$ cat config.mk
export PLATFORM = sky130hd
export DESIGN_NAME = pool2x2_stream
export DESIGN_NICKNAME = d
export VERILOG_FILES = /design/src/rtl/cnn_pool_pkg.sv /design/src/rtl/pool_row_buf.sv /design/src/rtl/pool2x2_stream.sv
export SDC_FILE = /design/constraint.sdc
export NUM_CORES = 1
export LEC_CHECK = 0
export CAP_MARGIN = 20
export CORE_AREA = 3 3 187 189
export DETAILED_ROUTE_END_ITERATION = 10
export DIE_AREA = 0 0 190 192
export PLACE_DENSITY_LB_ADDON = 0.12
export SYNTH_ARGS = -nofsm -noshare
export SYNTH_HDL_FRONTEND = slang
export SYNTH_SLANG_ARGS = --single-unit
$ cat constraint.sdc
create_clock -name clk_i -period 8.7 [get_ports clk_i]
set_clock_uncertainty 0.05 [all_clocks]
set_input_delay 0.87 -clock clk_i [delete_from_list [all_inputs] [get_ports clk_i]]
set_output_delay 0.87 -clock clk_i [all_outputs]
set_load 0.01 [all_outputs]
$ cat src/rtl/cnn_pool_pkg.sv
// Shared types and constants for the 2x2 max-pool streaming block.
package cnn_pool_pkg;

    // Row phase of the input stream; a transition happens only when the
    // last sample of a row is accepted.
    typedef enum logic [1:0] {
        ROW_EVEN = 2'd0,
        ROW_ODD  = 2'd1,
        ROW_DROP = 2'd2
    } pool_state_e;

    // Upper clamp bound for the optional 8-bit saturating output.
    localparam int SAT8_MAX = 255;

    // Counter/address width that never collapses to zero bits.
    function automatic int clog2_min1(input int n);
        return (n <= 2) ? 1 : $clog2(n);
    endfunction

endpackage

$ cat src/rtl/pool_row_buf.sv
// Row buffer holding the horizontal pair maxima of the most recent even row.
// One synchronous write port, one asynchronous read port, contents not reset.
module pool_row_buf
    import cnn_pool_pkg::*;
#(
    parameter  int DATA_WIDTH = 32,
    parameter  int DEPTH      = 13,
    localparam int AW         = clog2_min1(DEPTH)
) (
    input  logic                  clk_i,
    input  logic                  we_i,
    input  logic [AW-1:0]         waddr_i,
    input  logic [DATA_WIDTH-1:0] wdata_i,
    input  logic [AW-1:0]         raddr_i,
    output logic [DATA_WIDTH-1:0] rdata_o
);

    logic [DATA_WIDTH-1:0] mem [DEPTH];

    // Store one pair maximum per write strobe.
    always_ff @(posedge clk_i) begin
        if (we_i) mem[waddr_i] <= wdata_i;
    end

    assign rdata_o = mem[raddr_i];

endmodule

$ cat src/rtl/pool2x2_stream.sv
// Streaming 2x2 / stride-2 max pooling over a row-major feature map.
// Even rows store horizontal pair maxima in a row buffer; odd rows combine
// their pair maxima with the buffered ones and emit one pooled sample each.
// A trailing odd column and a trailing odd row are consumed but produce
// nothing. Optional build macro: POOL2X2_SAT8_EN clamps outputs to [0,255].
module pool2x2_stream
    import cnn_pool_pkg::*;
#(
    parameter int DATA_WIDTH = 32,
    parameter int IMG_W      = 26,
    parameter int IMG_H      = 26
) (
    input  logic                         clk_i,
    input  logic                         rst_ni,
    input  logic                         clear_i,
    input  logic signed [DATA_WIDTH-1:0] in_data_i,
    input  logic                         in_valid_i,
    output logic                         in_ready_o,
    output logic signed [DATA_WIDTH-1:0] out_data_o,
    output logic                         out_valid_o,
    input  logic                         out_ready_i,
    output logic                         frame_done_o
);

    localparam int OUT_W = IMG_W / 2;
    localparam int OUT_H = IMG_H / 2;
    localparam int CW    = clog2_min1(IMG_W);
    localparam int RW    = clog2_min1(IMG_H);
    localparam int AW    = clog2_min1(OUT_W);
    localparam bit H_ODD = (IMG_H % 2) == 1;

    localparam logic [CW-1:0] COL_LAST     = CW'(IMG_W - 1);
    localparam logic [RW-1:0] ROW_LAST     = RW'(IMG_H - 1);
    localparam logic [CW-1:0] COL_OUT_LAST = CW'(2 * OUT_W - 1);
    localparam logic [RW-1:0] ROW_OUT_LAST = RW'(2 * OUT_H - 1);
    localparam logic [RW-1:0] ROW_PRE_DROP = RW'(IMG_H - 2);

    pool_state_e state_q, state_d;

    logic [CW-1:0] col_q;
    logic [RW-1:0] row_q;
    logic          accept, odd_col, col_last, last_win;
    logic          buf_we, out_load, out_last_q;
    logic [AW-1:0] buf_addr;

    logic signed [DATA_WIDTH-1:0] pair_q, pair_max, rb_rdata, win_max, out_next;
    logic        [DATA_WIDTH-1:0] rb_raw;

    // Stall input only while a result is held and not being taken.
    assign in_ready_o = !(out_valid_o && !out_ready_i);
    assign accept     = in_valid_i && in_ready_o && !clear_i;
    assign odd_col    = col_q[0];
    assign col_last   = (col_q == COL_LAST);
    assign last_win   = (row_q == ROW_OUT_LAST) && (col_q == COL_OUT_LAST);
    assign buf_addr   = AW'(col_q >> 1);

    assign pair_max = (in_data_i > pair_q) ? in_data_i : pair_q;
    assign rb_rdata = $signed(rb_raw);
    assign win_max  = (rb_rdata > pair_max) ? rb_rdata : pair_max;

`ifdef POOL2X2_SAT8_EN
    // Clamp the window maximum to an unsigned byte range.
    always_comb begin
        out_next = win_max;
        if (win_max[DATA_WIDTH-1])
            out_next = '0;
        else if (win_max > $signed(DATA_WIDTH'(SAT8_MAX)))
            out_next = DATA_WIDTH'(SAT8_MAX);
    end
`else
    assign out_next = win_max;
`endif

    pool_row_buf #(
        .DATA_WIDTH (DATA_WIDTH),
        .DEPTH      (OUT_W)
    ) u_row_buf (
        .clk_i   (clk_i),
        .we_i    (buf_we),
        .waddr_i (buf_addr),
        .wdata_i (pair_max),
        .raddr_i (buf_addr),
        .rdata_o (rb_raw)
    );

    // Row-phase state register.
    always_ff @(posedge clk_i or negedge rst_ni) begin
        if (!rst_ni) state_q <= ROW_EVEN;
        else         state_q <= state_d;
    end

    // Next row phase plus per-sample buffer write / output load strobes.
    always_comb begin
        state_d  = state_q;
        buf_we   = 1'b0;
        out_load = 1'b0;
        if (accept) begin
            unique case (state_q)
                ROW_EVEN: begin
                    buf_we = odd_col;
                    if (col_last) state_d = ROW_ODD;
                end
                ROW_ODD: begin
                    out_load = odd_col;
                    if (col_last)
                        state_d = (H_ODD && row_q == ROW_PRE_DROP) ? ROW_DROP : ROW_EVEN;
                end
                ROW_DROP: begin
                    if (col_last) state_d = ROW_EVEN;
                end
                default: state_d = ROW_EVEN;
            endcase
        end
        if (clear_i) state_d = ROW_EVEN;
    end

    // Input position counters, row-major with wrap at frame end.
    always_ff @(posedge clk_i or negedge rst_ni) begin
        if (!rst_ni) begin
            col_q <= '0;
            row_q <= '0;
        end else if (clear_i) begin
            col_q <= '0;
            row_q <= '0;
        end else if (accept) begin
            if (col_last) begin
                col_q <= '0;
                row_q <= (row_q == ROW_LAST) ? '0 : row_q + 1'b1;
            end else begin
                col_q <= col_q + 1'b1;
            end
        end
    end

    // Hold the even-column sample until its odd partner arrives.
    always_ff @(posedge clk_i or negedge rst_ni) begin
        if (!rst_ni)                  pair_q <= '0;
        else if (accept && !odd_col)  pair_q <= in_data_i;
    end

    // Output register: load on a finished window, hold until handshake.
    always_ff @(posedge clk_i or negedge rst_ni) begin
        if (!rst_ni) begin
            out_valid_o <= 1'b0;
            out_data_o  <= '0;
            out_last_q  <= 1'b0;
        end else if (clear_i) begin
            out_valid_o <= 1'b0;
            out_last_q  <= 1'b0;
        end else if (out_load) begin
            out_valid_o <= 1'b1;
            out_data_o  <= out_next;
            out_last_q  <= last_win;
        end else if (out_ready_i) begin
            out_valid_o <= 1'b0;
        end
    end

    // Pulse once the final pooled sample of the frame has been taken.
    always_ff @(posedge clk_i or negedge rst_ni) begin
        if (!rst_ni)      frame_done_o <= 1'b0;
        else if (clear_i) frame_done_o <= 1'b0;
        else              frame_done_o <= out_valid_o && out_ready_i && out_last_q;
    end

endmodule

==> results of run 1 <==
## routing by layer
metal  vias up  share of wire [%]
met3       127                9.1
met2       625                 47
met1      6497                 41
li1       5529                  -
met5         -              0.025
met4         2                3.5
## flip-flops by register name (all words and copies together) (netlist names)
| register | count |
|---|---|
| out_data_o | 32 |
| state_q | 1 |
| u_row_buf.mem | 416 |
| col_q | 5 |
| frame_done_o | 1 |
| row_q | 5 |
| pair_q | 32 |
| out_last_q | 1 |
| out_valid_o | 1 |
## through the flow
step / hold slack (ns) / std cells / area, um2
after global routing: 0.08954 / 1911 / 24490
after global placement: 0.4690 / 1816 / 22860
after floorplan: 0.4420 / 1345 / 21590
after CTS: 0.4555 / 1907 / 24430
final: 0.09007 / 1912 / 24500
after detailed placement: 0.4812 / 1816 / 22860
## final timing paths
kind | start | endpoint | depth (start not counted)
setup / recovery | in_data_i[27] | out_data_o[12] | 18
hold / removal | rst_ni | row_q[3] | 1
setup reg to reg | pair_q[31] | out_data_o[12] | 18
hold reg to reg | out_last_q | out_last_q | 2
max in group asynchronous | rst_ni | out_data_o[10] | 2
min in group clk_i | out_last_q | out_last_q | 2
## cells by family after synthesis
family | count (synthesis) | synth area share, %
flops | 494 | 66.91
compound gates | 295 | 8.334
simple gates | 204 | 4.387
buf+inv | 152 | 2.869
mux | 131 | 13.52
fa+ha+maj | 68 | 3.941
xor+xnor | 1 | 0.04058
## power breakdown
part / leakage [uW] / switching [uW] / internal [uW]
Sequential: 0.00475 / 26.1 / 2820
Combinational: 0.00280 / 707 / 318
Clock: 0.000765 / 868 / 1200
## layout make-up
type                            count  area (um2)
Sequential cell                   494       14450
Fill cell                        2033        8952
Multi-Input combinational cell    699        6626
Clock buffer                       61        1281
Timing Repair Buffer              102       993.5
Tap cell                          448       560.5
Clock inverter                     30       292.8
Inverter                           75       281.5
Antenna cell                        3       7.507
## synthesized netlist by cell type (all sizes together)
library cell	n
or3	5
dfrtp	78
a31oi	2
and4	1
a41oi	1
nand3	16
o21a	2
mux4	128
mux2	2
ha	68
a21oi	100
or2b	1
nor2	50
o2111ai	32
nor4	3
mux2i	1
a221o	1
a2111o	1
a211oi	2
o211a	3
and3	2
or4	1
xor2	1
a2bb2oi	1
and2	2
a21o	4
edfxtp	416
and4b	2
buf	27
o211ai	32
o221ai	1
clkbuf	50
nor3	14
a221oi	2
o21ai	77
nor3b	1
o22ai	33
nor2b	4
nand4	15
inv	75
a311o	1
nand2	84
nand2b	3
==> results_dict.tcl, run 1 <==
set metrics [dict create \
    syn-num-nets 1450 \
    rsz0062_at_grt "false" \
    period_needed_ns 6.872 \
    preCtsSetupSlack_ns 1.302 \
    hpwl_mm 30.89 \
    start_util_pct 64.54 \
    hold_buffers 0 \
    layout_setup_ws_ns 1.828 \
    drt-total-wl_mm 51.63 \
    gr-total-overflow 0 \
    pin_count 72 \
    grt_use_met1_pct 42.31 \
    drt-vias-per-instance 6.684 \
    die_y_um 192 \
    rows 67 \
    post_cts_buffers 0 \
    grt_pass1_wl_mm 78.87 \
    port_buffers 71 \
    slew-limit-headroom_pct 35.02 \
    finalMaxSlewViolations 0 \
    clk_latency_ns 0.57 \
    worstPathRequired_ns 9.12 \
    slowest_stage "o211a_1" \
    ys_seq_elements 494 \
    cts_buffer_depth 3 \
    area_delta_synth_final_pct 13.47 \
    cts-htree-levels 2 \
    outcome "complete, no violations" \
    leakagePower_uw 0.008320 \
    route.antenna.remaining_nets 0 \
    yosys.area.top_type_share_pct 57.86 \
    power_uw 5940 \
    tightest_slew_ns 0.9747 \
    antenna_found_initial 3 \
    power.density_nw_per_um2 242.5 \
    final-setup-viol-count 0 \
    slowest_delay_ns 0.88 \
    cts_resized 0 \
    crit_chain "clkdlybuf4s50_1, ha_1, nand4_1, nor3_2, a211oi_1, and2_1, o211a_1, o21ai_0, o211ai_1, ha_1, a21oi_1, o21ai_0, a221oi_1, o211ai_1, a211oi_2, mux2_2, o2111ai_1, a21oi_1" \
    routedWlPerCell_um 27.00 \
    grt_max_degree 79 \
    synth_area_leader_cell "edfxtp_1" \
    path_class "in2reg" \
    reg2reg_slack_ns 2.28 \
    drc 0 \
    drive_gt1_share_pct 17.66 \
    hold_viol_final 0 \
    yosysWarnings 0 \
    fmax_mhz 145.5 \
    groute.layer.met2.usage_pct 45.38 \
    ys_seq_area_share_pct 66.91 \
    worstPathMaxFanout 32 \
    layout.nets 1526 \
    max-vdd-ir-drop_v 0.0002662 \
    tns_ns 0 \
    syn_inst 1345 \
    cp.arrival_ns 7.29 \
    gp_congestion 0.9000 \
    clkTransAtPathRegs_ns 0.06 \
    syn_avg_cell_area_um2 16.05 \
    cts_tree "done" \
    cp_top_family "compound AO/OA/AOI/OAI gates" \
    final_cell_mix "edfxtp_1, mux4_2, a21oi_1, nand2_1, dfrtp_1" \
    synth_area_leaders "edfxtp_1, mux4_2, dfrtp_1" \
    dr.first_iter.drc_count 1414 \
    path_buf_inv 1 \
    cap_violations 0 \
    dieArea_um2 36480 \
    firstDrtPassIters 5 \
    dieWidth_um 190 \
    grt_pass1_vias 12900 \
    grt_use_total_pct 29.19 \
    numClockSinks 494 \
    cp-start-kind "input port" \
    clock_tree.root_cell "clkbuf_16" \
    post-route-period-util_pct 78.99 \
    core_area_um2 33450 \
    netlist_area_um2 21590 \
    min-delay-path-class "in2async" \
    postLayoutCoreUtil_pct 73.24 \
    endpoint_kind "flop" \
    grtUsageMet3_pct 6.059 \
    vias 12780 \
    cts_buffers 49 \
    top_usage_layer "met2" \
    synth_cell_types 56 \
    final_common_cell "edfxtp_1" \
]
Note: power is estimated with default switching activity, not from simulation.
==> run 2: changes to the inputs <==
--- a/config.mk
+++ b/config.mk
@@ -6,9 +6,9 @@
 export NUM_CORES = 1
 export LEC_CHECK = 0
 export CAP_MARGIN = 20
-export CORE_AREA = 3 3 187 189
+export CORE_AREA = 3 3 193 195
 export DETAILED_ROUTE_END_ITERATION = 10
-export DIE_AREA = 0 0 190 192
+export DIE_AREA = 0 0 196 198
 export PLACE_DENSITY_LB_ADDON = 0.12
 export SYNTH_ARGS = -nofsm -noshare
 export SYNTH_HDL_FRONTEND = slang
==> constraint.sdc (replaced) <==
create_clock -name clk_i -period 6.77 [get_ports clk_i]
set_clock_uncertainty 0.05 [all_clocks]
set_input_delay 0.677 -clock clk_i [delete_from_list [all_inputs] [get_ports clk_i]]
set_output_delay 0.677 -clock clk_i [all_outputs]
set_load 0.01 [all_outputs]
==> results_dict.tcl, run 2 (same netlist as run 1, synthesis figures left out) <==
set metrics [dict create \
    clk_latency_ns 0.60 \
    cap_violations 0 \
    routed.top_layer "met4" \
    die_y_um 198 \
    ff2ff_path_depth 20 \
    fin_area_um2 24590 \
    power.density_nw_per_um2 316.6 \
    multi_input_area_um2 6626 \
    grt_pass1_wl_mm 80.59 \
    hold_viol_final 0 \
    route.antenna.remaining_nets 0 \
    cp-start-kind "input port" \
    post_cts_buffers 0 \
    path_class "in2reg" \
    timing.hold.ws_ns 0.4665 \
    clock_tree.root_cell "clkbuf_16" \
    placed_area_um2 22920 \
    min-delay-path-class "in2async" \
    gr-total-overflow 0 \
    clkTransAtPathRegs_ns 0.07 \
    layout.nets 1534 \
    cts_buffer_depth 3 \
    max-vdd-ir-drop_v 0.0002207 \
    gp_congestion 0.8925 \
    r2r-start "pair_q[9]" \
    seq_area_um2 14450 \
    slew-limit-headroom_pct 42.51 \
    dieWidth_um 196 \
    leakagePower_uw 0.008372 \
    final-setup-viol-count 0 \
    drt-vias-per-instance 6.637 \
    largestRegisters "u_row_buf.mem x416, out_data_o x32, pair_q x32" \
    worstPathMaxFanout 23 \
    drive_gt1_share_pct 18.31 \
    outcome "complete, no violations" \
    layoutNonFillerInstCount 1932 \
    final_common_cell "edfxtp_1" \
    endpoint_kind "flop" \
    antenna_found_initial 1 \
    num-fill-cells 2320 \
    power_uw 7787 \
    pin_count 72 \
    start_util_pct 60.69 \
    dp.cells 1836 \
    cts-htree-levels 2 \
    finalMaxSlewViolations 0 \
    cts_tree "done" \
    grt_pass1_vias 12650 \
    grt_use_total_pct 28.34 \
    drt-total-wl_mm 54.01 \
    largest-register "u_row_buf.mem" \
    routedWlPerCell_um 27.96 \
    cts_buffers 50 \
    tns_ns 0 \
    reg2reg_to "out_data_o[13]" \
    vias 12820 \
    dr.first_iter.drc_count 1327 \
    rows 69 \
    period_needed_ns 5.927 \
    reg2reg_slack_ns 1.07 \
    met2_length_mm 25.06 \
    worstPathRequired_ns 7.22 \
    dieArea_um2 38810 \
    rsz0062_at_grt "false" \
    met3RoutedLength_mm 4.443 \
    tightest_slew_ns 0.8623 \
    port_buffers 71 \
    drc 0 \
    numClockSinks 494 \
    area_delta_synth_final_pct 13.91 \
    core_area_um2 35570 \
    firstDrtPassIters 7 \
    hpwl_mm 32.43 \
    grt_max_degree 79 \
    cts_resized 0 \
    met1_length_mm 22.35 \
    final_cell_mix "edfxtp_1, mux4_2, a21oi_1, nand2_1, dfrtp_1" \
    fmax_mhz 168.7 \
    cp.arrival_ns 6.37 \
    largest_reg_flops 416 \
    post-route-period-util_pct 87.55 \
]
## run 2: changes by cell type in the layout (fill, tap and decap cells not counted), moves of 2 or more
cell | before | now
clkbuf_1 | 11 | 14
clkinv_1 | 14 | 7
buf_4 | 29 | 37
clkinv_8 | 2 | 0
clkinv_2 | 6 | 9
clkbuf_16 | 49 | 51
## run 2: critical path, stage by stage
cell and delay, ns:
clkdlybuf4s50_1 0.49, ha_1 0.36, a21o_1 0.19, a21oi_1 0.16
o221ai_1 0.15, a221oi_1 0.47, o211a_1 0.55, buf_4 0.32
o21ai_0 0.13, o211ai_1 0.16, ha_1 0.30, a21oi_1 0.13
o21ai_0 0.11, a221oi_1 0.37, o211ai_1 0.22, a211oi_2 0.41
mux2_2 0.59, buf_4 0.29, o2111ai_1 0.12, a21oi_1 0.18
## run 2: stage by stage
step	setup slack (ns)	utilization [%]
after global placement	0.4834	64.43
after detailed placement	0.3107	64.43
after global routing	0.5445	69.13
final	0.8432	69.14
after floorplan	2.181	-
after CTS	0.9264	69.02
## run 2: worst max-delay path by stage
stage                              from        endpoint
final                      in_data_i[9]  out_data_o[13]
after global routing      in_data_i[31]  out_data_o[13]
after CTS                  in_data_i[9]   out_data_o[9]
after detailed placement   in_data_i[9]   out_data_o[9]
after global placement     in_data_i[9]  out_data_o[11]
after floorplan           in_data_i[31]  out_data_o[14]
## run 2: layout make-up
cell class	count	area share (%)
well taps	461	2.346
inverters	75	1.145
multi-input cells	699	26.95
diodes	2	0.02035
clock inverters	27	1.236
flip-flops and latches	494	58.77
clock buffers	65	5.403
repair buffers	109	4.131
## run 2: layer usage
metal / GRT usage (%) / up-vias
li1: - / 5538
met1: 41.63 / 6551
met2: 43.33 / 632
met3: 4.917 / 102
met4: 11.41 / 0
met5: 0 / -
## run 2: report_power, final
group | switching (uW) | internal [uW]
Combinational | 948 | 412
Clock | 1150 | 1620
Sequential | 34.1 | 3630
## run 2: repair_timing
action	4_1_cts	5_1_grt
hold buffers	0	1
endpoints found under the setup margin	0	0
hold endpoints to repair	0	18
==> run 3: changes to the inputs <==
==> constraint.sdc (replaced) <==
create_clock -name clk_i -period 6.19 [get_ports clk_i]
set_clock_uncertainty 0.05 [all_clocks]
set_input_delay 0.619 -clock clk_i [delete_from_list [all_inputs] [get_ports clk_i]]
set_output_delay 0.619 -clock clk_i [all_outputs]
set_load 0.01 [all_outputs]
==> results_dict.tcl, run 3 (same netlist as run 1, synthesis figures left out) <==
set metrics [dict create \
    outcome "complete, no violations" \
    final_common_cell "edfxtp_1" \
    cts-htree-levels 2 \
    leakagePower_uw 0.008457 \
    endpoint_kind "flop" \
    cts_buffers 51 \
    cp.arrival_ns 6.19 \
    gr-total-overflow 0 \
    cp_top_family "compound AO/OA/AOI/OAI gates" \
    reg2reg_to "out_data_o[21]" \
    largestRegisters "u_row_buf.mem x416, out_data_o x32, pair_q x32" \
    grt_max_degree 79 \
    vias 12860 \
    final-setup-viol-count 0 \
    path_class "in2reg" \
    post-route-period-util_pct 92.39 \
    clock_tree.root_cell "clkbuf_16" \
    numClockSinks 494 \
    num_antenna_cells 0 \
    firstDrtPassIters 6 \
    core_area_um2 35570 \
    routed.top_layer "met4" \
    largest_reg_flops 416 \
    port_buffers 71 \
    dieArea_um2 38810 \
    min-delay-path-class "in2async" \
    hpwl_mm 33.53 \
    met2_length_mm 25.41 \
    rsz0062_at_grt "false" \
    slowest_delay_ns 0.64 \
    gp_congestion 0.9041 \
    dieWidth_um 196 \
    finalMaxSlewViolations 0 \
    met3RoutedLength_mm 5.109 \
    drt-total-wl_mm 54.72 \
    period_needed_ns 5.719 \
    start_util_pct 60.69 \
    max-vdd-ir-drop_v 0.0002827 \
    cts_buffer_depth 3 \
    hold_viol_final 0 \
    dr.first_iter.drc_count 1393 \
    path_buf_inv 2 \
    crit_chain "clkdlybuf4s50_1, ha_1, a21oi_1, o21a_1, o221ai_1, a221oi_1, o211a_1, o21ai_0, o211ai_1, ha_1, a21oi_1, o21ai_0, a221oi_1, o211ai_1, a211oi_2, mux2i_4, buf_4, a21oi_1, a21oi_1" \
    antenna_found_initial 0 \
    routedWlPerCell_um 28.21 \
    worstPathMaxFanout 20 \
    power_uw 8600 \
    slew-limit-headroom_pct 22.64 \
    tns_ns 0 \
    crit_top_cell "a21oi_1" \
    cts_tree "done" \
    area_delta_synth_final_pct 14.90 \
    slowest_stage "o211a_1" \
    grt_pass1_wl_mm 80.79 \
    cap_violations 0 \
    ff2ff_path_depth 19 \
    tightest_slew_ns 1.158 \
    power.density_nw_per_um2 346.7 \
    clkTransAtPathRegs_ns 0.06 \
    worstPathRequired_ns 6.66 \
    drc 0 \
    largest-register "u_row_buf.mem" \
    grt_use_total_pct 28.50 \
    drive_gt1_share_pct 19.20 \
    final_cell_mix "edfxtp_1, mux4_2, a21oi_1, nand2_1, dfrtp_1" \
    die_y_um 198 \
    met1_length_mm 22.15 \
    drt-vias-per-instance 6.628 \
    r2r-start "pair_q[9]" \
    clk_latency_ns 0.61 \
    post_cts_buffers 0 \
    cp-start-kind "input port" \
    fmax_mhz 174.8 \
    reg2reg_slack_ns 0.67 \
    pin_count 72 \
    layout.nets 1541 \
    route.antenna.remaining_nets 0 \
    rows 69 \
    grt_pass1_vias 12530 \
]
## run 3: cell count changes in the layout (fill, tap and decap cells not counted), sizes merged
| cell | previous run | this run |
|---|---|---|
| clkinvlp | 2 | 6 |
| clkbuf | 65 | 62 |
| clkinv | 16 | 20 |
| diode | 2 | 0 |
| buf | 38 | 44 |
| bufinv | 6 | 5 |
## run 3: cell type report
class | instances | area [um2]
fill | 2352 | 10770
clock inverter | 34 | 356.6
tap | 461 | 576.8
inverter | 75 | 281.5
multi-input combinational | 699 | 6626
clock buffer | 62 | 1349
timing repair buffer | 115 | 1161
sequential | 494 | 14450
## run 3: routing by layer
layer  GRT usage, %  vias to the layer above
li1               -                     5571
met4          10.64                        0
met3          6.738                      110
met1          41.64                     6518
met5              0                        -
met2          42.81                      659
## run 3: metrics by stage
| step | area, um2 | util, % | hold WS [ns] | instances | setup slack [ns] |
|---|---|---|---|---|---|
| 3_5_place_dp | 23060 | 64.83 | 0.4719 | 1842 | 0.05274 |
| 2_1_floorplan | 21590 | - | 0.2734 | 1345 | 1.659 |
| 3_3_place_gp | 23060 | 64.83 | 0.4627 | 1842 | 0.09584 |
| 4_1_cts | 24770 | 69.63 | 0.1822 | 1938 | 0.6570 |
| 6_report | 24800 | 69.73 | 0.3513 | 1940 | 0.4708 |
| 5_1_grt | 24800 | 69.73 | 0.3608 | 1940 | 0.1512 |
## run 3: what timing repair did
| action | 4_1_cts | 5_1_grt |
|---|---|---|
| endpoints found under the hold margin | 0 | 10 |
| gates resized for setup | 0 | 0 |
| hold buffers | 0 | 1 |
## run 3: where the power goes
part	leakage, uW	switching [uW]	internal, uW
Sequential	0.00475	32.6	3970
Combinational	0.00288	1050	472
Clock	0.000819	1300	1780
Total	0.00846	2380	6220
## run 3: worst max path at each step
stage                        startpoint             end  slack [ns]  cells past startpoint
after floorplan           in_data_i[31]  out_data_o[14]        1.66                     19
after global placement     in_data_i[7]  out_data_o[21]         0.1                     19
after detailed placement   in_data_i[7]  out_data_o[17]        0.05                     19
after CTS                  in_data_i[7]  out_data_o[21]        0.66                     19
after global routing       in_data_i[7]  out_data_o[21]        0.15                     19
final                      in_data_i[7]  out_data_o[21]        0.47                     19
